[src/rtl/mult_div_unit_pkg.sv]
// mult_div_unit_pkg
//   Shared definitions for the multiply/divide unit: default operand width,
//   iteration count, iteration-counter width and the FSM state encoding.
package mult_div_unit_pkg;

  localparam int DATA_W = 32;
  localparam int ITERS  = 32;

  // One extra bit so the counter can represent ITERS itself.
  function automatic int cnt_width(input int iters);
    return $clog2(iters) + 1;
  endfunction

  localparam int CNT_W = cnt_width(ITERS);

  typedef enum logic [2:0] {
    IDLE,
    MULT,
    DIV,
    FINISH,
    DZERO
  } state_t;

endpackage

[src/rtl/mult_div_unit_div.sv]
// div_restoring_core
//   Signed divider datapath: restoring division on operand magnitudes,
//   one quotient bit per step, with sign correction applied on the outputs
//   (quotient truncates toward zero, remainder takes the dividend's sign).
// Ports:
//   clk        rising-edge clock
//   load       capture |a|, |b| and the operand signs, clear the remainder
//   step       perform one shift/trial-subtract iteration
//   a, b       dividend and divisor (two's complement)
//   quotient   sign-corrected quotient
//   remainder  sign-corrected remainder
module div_restoring_core #(
  parameter int DATA_W = 32
) (
  input  logic                     clk,
  input  logic                     load,
  input  logic                     step,
  input  logic signed [DATA_W-1:0] a,
  input  logic signed [DATA_W-1:0] b,
  output logic signed [DATA_W-1:0] quotient,
  output logic signed [DATA_W-1:0] remainder
);
  import mult_div_unit_pkg::*;

  logic [DATA_W-1:0] rem;
  logic [DATA_W-1:0] quo;
  logic [DATA_W-1:0] dvs;
  logic              neg_q;
  logic              neg_r;
  logic [DATA_W:0]   shifted;
  logic [DATA_W-1:0] diff;
  logic              fits;

  // Magnitude as an unsigned value; -2^(W-1) maps to 2^(W-1), which is exact.
  function automatic logic [DATA_W-1:0] magnitude(input logic signed [DATA_W-1:0] x);
    return x[DATA_W-1] ? $unsigned(-x) : $unsigned(x);
  endfunction

  // The shifted remainder is DATA_W+1 bits wide; after a successful subtract
  // the difference is below the divisor, so DATA_W bits suffice to store it.
  assign shifted = {rem, quo[DATA_W-1]};
  assign fits    = (shifted >= {1'b0, dvs});
  assign diff    = shifted[DATA_W-1:0] - dvs;

  always_ff @(posedge clk) begin
    if (load) begin
      rem   <= '0;
      quo   <= magnitude(a);
      dvs   <= magnitude(b);
      neg_q <= a[DATA_W-1] ^ b[DATA_W-1];
      neg_r <= a[DATA_W-1];
    end else if (step) begin
      rem <= fits ? diff : shifted[DATA_W-1:0];
      quo <= {quo[DATA_W-2:0], fits};
    end
  end

  // Negating a magnitude of 2^(W-1) wraps to itself, giving the
  // -2^(W-1) / -1 = -2^(W-1) result without a special case.
  assign quotient  = neg_q ? -$signed(quo) : $signed(quo);
  assign remainder = neg_r ? -$signed(rem) : $signed(rem);

endmodule

[src/rtl/mult_div_unit.sv]
// mult_div_unit
//   Multicycle signed multiply/divide unit owning the HI/LO registers.
//   MULT uses radix-2 Booth recoding, DIV uses the restoring core. Each
//   operation runs ITERS iteration cycles then writes HI/LO in FINISH.
// Ports:
//   clk         rising-edge clock
//   reset       asynchronous active-high reset
//   mult_start  one-cycle pulse, start signed a*b
//   div_start   one-cycle pulse, start signed a/b
//   a, b        operands, sampled only on the accepting edge
//   hi, lo      HI/LO registers (product words, or remainder/quotient)
//   busy        operation in progress
//   done        one-cycle completion pulse
//   div_zero    one-cycle pulse for a divide by zero
module mult_div_unit #(
  parameter int DATA_W = mult_div_unit_pkg::DATA_W,
  parameter int ITERS  = mult_div_unit_pkg::ITERS
) (
  input  logic              clk,
  input  logic              reset,
  input  logic              mult_start,
  input  logic              div_start,
  input  logic [DATA_W-1:0] a,
  input  logic [DATA_W-1:0] b,
  output logic [DATA_W-1:0] hi,
  output logic [DATA_W-1:0] lo,
  output logic              busy,
  output logic              done,
  output logic              div_zero
);
  import mult_div_unit_pkg::*;

  localparam int CW = cnt_width(ITERS);

  state_t                  state;
  logic [CW-1:0]           cnt;
  logic                    op_div;
  logic                    accept_mult;
  logic                    accept_div;
  logic                    div_step;
  logic signed [DATA_W:0]  acc;
  logic signed [DATA_W:0]  m_ext;
  logic signed [DATA_W:0]  acc_sum;
  logic [DATA_W-1:0]       q;
  logic                    q_m1;
  logic signed [DATA_W-1:0] div_quo;
  logic signed [DATA_W-1:0] div_rem;

  assign accept_mult = (state == IDLE) && mult_start;
  assign accept_div  = (state == IDLE) && !mult_start && div_start && (b != '0);
  assign div_step    = (state == DIV);

  // Control FSM
  always_ff @(posedge clk or posedge reset) begin
    if (reset) begin
      state    <= IDLE;
      cnt      <= '0;
      op_div   <= 1'b0;
      busy     <= 1'b0;
      done     <= 1'b0;
      div_zero <= 1'b0;
      hi       <= '0;
      lo       <= '0;
    end else begin
      case (state)
        IDLE: begin
          done     <= 1'b0;
          div_zero <= 1'b0;
          cnt      <= '0;
          if (mult_start) begin
            state  <= MULT;
            op_div <= 1'b0;
            busy   <= 1'b1;
          end else if (div_start) begin
            busy   <= 1'b1;
            op_div <= 1'b1;
            state  <= (b == '0) ? DZERO : DIV;
          end
        end
        MULT, DIV: begin
          cnt <= cnt + 1'b1;
          if (cnt == CW'(ITERS - 1)) state <= FINISH;
        end
        FINISH: begin
          hi    <= op_div ? div_rem : acc[DATA_W-1:0];
          lo    <= op_div ? div_quo : q;
          done  <= 1'b1;
          busy  <= 1'b0;
          state <= IDLE;
        end
        DZERO: begin
          done     <= 1'b1;
          div_zero <= 1'b1;
          busy     <= 1'b0;
          state    <= IDLE;
        end
        default: state <= IDLE;
      endcase
    end
  end

  // Booth recoding on {q[0], q_m1}; the accumulator carries one guard bit so
  // that subtracting M = -2^(W-1) cannot overflow before the shift.
  always_comb begin
    acc_sum = acc;
    case ({q[0], q_m1})
      2'b10:   acc_sum = acc - m_ext;
      2'b01:   acc_sum = acc + m_ext;
      default: acc_sum = acc;
    endcase
  end

  // Booth datapath
  always_ff @(posedge clk) begin
    if (accept_mult) begin
      acc   <= '0;
      q     <= a;
      q_m1  <= 1'b0;
      m_ext <= {b[DATA_W-1], b};
    end else if (state == MULT) begin
      acc  <= acc_sum >>> 1;
      q    <= {acc_sum[0], q[DATA_W-1:1]};
      q_m1 <= q[0];
    end
  end

  div_restoring_core #(
    .DATA_W(DATA_W)
  ) u_div (
    .clk       (clk),
    .load      (accept_div),
    .step      (div_step),
    .a         (a),
    .b         (b),
    .quotient  (div_quo),
    .remainder (div_rem)
  );

endmodule

[config.mk]
export PLATFORM = sky130hd
export DESIGN_NAME = mult_div_unit
export DESIGN_NICKNAME = d
export VERILOG_FILES = /design/src/rtl/mult_div_unit_pkg.sv /design/src/rtl/mult_div_unit_div.sv /design/src/rtl/mult_div_unit.sv
export SDC_FILE = /design/constraint.sdc
export NUM_CORES = 1
export LEC_CHECK = 0
export ABC_AREA = 1
export ABC_CLOCK_PERIOD_IN_PS = 5400
export CORE_ASPECT_RATIO = 0.5
export CORE_UTILIZATION = 30
export DETAILED_ROUTE_END_ITERATION = 10
export HOLD_SLACK_MARGIN = 0.05
export PLACE_DENSITY = 0.49
export SYNTH_ARGS = -nofsm -noshare
export SYNTH_HDL_FRONTEND = slang
export SYNTH_HIERARCHICAL = 1
export SYNTH_SLANG_ARGS = --single-unit
[constraint.sdc]
create_clock -name clk -period 5.4 [get_ports clk]
set_input_delay 0.81 -clock clk [delete_from_list [all_inputs] [get_ports clk]]
set_output_delay 0.81 -clock clk [all_outputs]
set_load 0.05 [all_outputs]
==> flow_summary.toml <==
[final_layout]
final_common_cell = "nand2_1"
layout-drive-gt1-share_pct = 4.68
fin_nets = 3107
layout_common_cells = "nand2_1 (909), inv_1 (359), nor2_1 (310), nand3_1 (186), clkdlybuf4s50_1 (134)"
syn2layout_area_growth_pct = 16.4
fin_util_pct = 35.3

[placement]
place_congestion = 0.907
place_hpwl_microns = 55000
dp_slack_ns = 1.32
portBuffers = 134

[setup_path]
crit_slowest_cell = "ha_1"
reg2reg_depth = 16
path_common_cell = "nand2_1"
crit_fanout = 25
cp.arrival_ns = 4.37
cp_slowest_stage_delay_ns = 0.50
worstPathCellList = "inv_1 > ha_1 > inv_1 > nand2_1 > o21a_1 > xnor2_1 > ha_1 > a21oi_1 > nand2_1 > a21oi_1 > nand2_1 > a21oi_1 > xor2_1 > nand2_1 > nand2_1 > nand2_1"
path_buf_inv = 2
critical_path_depth = 16
critPathTopFamily = "compound AO/OA/AOI/OAI gates"
cp-start-kind = "flip-flop"
path_class = "flip-flop to flip-flop"
cp-end-kind = "flip-flop"
cp.required_ns = 5.87

[sta]
tns_ns = 0
setup_viol = 0
setup_ws_ns = 1.50
fin_worst_hold_slack_ns = 0.474
hold_viol = 0
tightest_slew_ns = 1.05
timing.fmax_ghz = 0.257
slew_viol_final = 0
max_slew_margin_pct = 30.0
rsz0062_at_grt = "false"
skew_ns = 0.0171
post-route-period-util_pct = 72.1
min_period_ns = 3.90

[clock_tree]
cts_max_path_buffers = 3
cts_setup_buffers = 0
htreeDepth = 1
root_buffer = "clkbuf_16"
clk_latency_ns = 0.59
cts.sinks = 272
cts_made_buffers = 30
holdBufCountCts = 0
cts_tree = "built"
clkTransAtPathRegs_ns = 0.07
ctsResizeCount = 0

[detailed_routing]
drc = 0
drtIter0Drc = 1594
dr.pass1.iters = 6
routedWlPerCell_microns = 17.9
postRouteAntennaNets = 0
dr_total_vias = 18600
via_per_inst = 4.80
wirelength_microns = 69300

[yosys]
avgSynthCellArea_sq_um = 6.89
synth.cell_area_sq_mm = 0.0197
ys_seq_area_share_pct = 36.1
synth-main-ff-cell = "edfxtp_1"
synth_edf_count = 130
synth_fp_nets = 3005
synth-seq-cells = 272
postSynthCellCount = 2864
async_flop_share_pct = 28.3
synthDistinctLibCells = 54
yosysWarnings = 6

[pwr]
p_clk_share_pct = 14.7
p_seq_share_pct = 27.0
switching_share_pct = 51.6
ir_worst_vdd_uv = 278
power_switching_uw = 7570
power_density_mw_per_mm2 = 639
power.internal_uw = 7110
leakagePower_uw = 0.0106
p_comb_share_pct = 58.4

[outcome]
outcome = "completed"

[hold_path]
hold_class = "flip-flop to flip-flop"
hold_depth = 1

[grt]
grt_use_total_pct = 20.6
grt_pass1_vias = 17600
grt_max_degree = 72
antenna_found_initial = 3
grt_pass1_wl_microns = 106000
grt_overflow = 0

[floorplan]
die_y_microns = 183
die_x_microns = 365
die_area_sq_mm = 0.0669
ios = 135
initial_core_util_pct = 30.4
std_cell_rows = 66
core_area_sq_mm = 0.0650

[run]
drv_cap = 0
## power by group through the flow
stage / registers, uW / clock network (uW) / logic [uW]
final: 3960 / 2160 / 8570
after detailed placement: 3990 / 0 / 8530
after global routing: 4060 / 2290 / 9540
after global placement: 3990 / 0 / 8490
after CTS: 3960 / 2210 / 8560
after floorplan: 4580 / 0 / 5200
## logic make-up (layout without fill, tap and decap cells)
logic type	Yosys count	count (layout)	share of synthesized area (%)
buf+inv	456	582	9.06
fa+ha+maj	73	73	4.71
flops	272	272	36.1
simple gates	1549	1549	32.9
compound gates	353	353	10.1
xor+xnor	161	161	7.15
other cells	0	2	0
## flip-flops by register name, summed over array words and instances, names as in the netlist, 3 cells and up
name and count:
acc 32, hi 32, lo 32, m_ext 32, q 32, u_div/dvs 32
u_div/quo 32, u_div/rem 32, cnt 6, state 3
## stage by stage
stage          power (uW)  instances  cell area (sq um)
3_5_place_dp        12500       3818              21900
4_1_cts             14700       3874              23000
6_report            14700       3876              23000
3_3_place_gp        12500       3818              21900
2_1_floorplan        9790       2864              19700
5_1_grt             15900       3876              23000
## path summary, 6_finish.rpt
check                      startpoint  endpoint  slack, ns
setup / recovery                 q[0]   acc[23]       1.50
hold / removal                 cnt[5]    cnt[5]       0.47
setup reg to reg                 q[0]   acc[23]       1.50
hold reg to reg                cnt[5]    cnt[5]       0.47
max in group asynchronous       reset     hi[0]       3.67
min in group asynchronous       reset      busy       0.71
## worst reg2reg max path, delay by kind of cell (launching register included)
kind	cells	cell delay, ns
AND/OR/NAND/NOR	6	0.71
adder cells (fa/ha/maj)	2	0.83
AO/OA/AOI/OAI	4	0.86
flip-flops	1	0.40
XOR/XNOR	2	0.33
buffers and inverters	2	0.66
## Yosys cell counts (4+ instances only)
cell type	count	share of area [%]
nand2_1	909	17
inv_1	362	6.9
nor2_1	312	5.9
nand3_1	186	4.7
edfxtp_1	130	20
xor2_1	125	5.5
o21ai_0	115	2.9
a21oi_1	98	2.5
dfrtp_1	77	9.8
a31oi_1	71	2.3
ha_1	71	4.5
dfxtp_1	65	6.6
clkbuf_1	47	0.89
xnor2_1	36	1.6
nor3_1	35	0.89
buf_2	25	0.63
o21ai_1	25	0.63
nand4_1	23	0.73
nor4_1	16	0.51
nand3b_1	11	0.42
nor2_2	11	0.35
inv_2	9	0.17
nor2_4	9	0.51
o21bai_1	9	0.34
nand2_2	8	0.25
o21ai_2	8	0.36
o31ai_1	7	0.27
buf_4	6	0.23
nand3_2	6	0.30
or2_2	6	0.19
nor3_2	4	0.20
o21a_1	4	0.15
## final cells by class
cell class	count	area [sq um]
multi-input cells	2136	10800
repair buffers	153	1480
fillers	7047	42000
inverters	373	1400
flip-flops and latches	272	7130
clock buffers	46	902
diodes	2	5.00
clock inverters	10	103
well taps	884	1110
## layer usage
| layer | part of all wire [%] | global-route usage, % | up-vias |
|---|---|---|---|
| met5 | 0 | 0 | - |
| met4 | 1.4 | 3.26 | 0 |
| met3 | 4.8 | 2.39 | 49 |
| met2 | 42 | 30.7 | 382 |
| met1 | 52 | 32.0 | 8759 |
| li1 | - | - | 9420 |
Power figures use the tool's default switching activity.
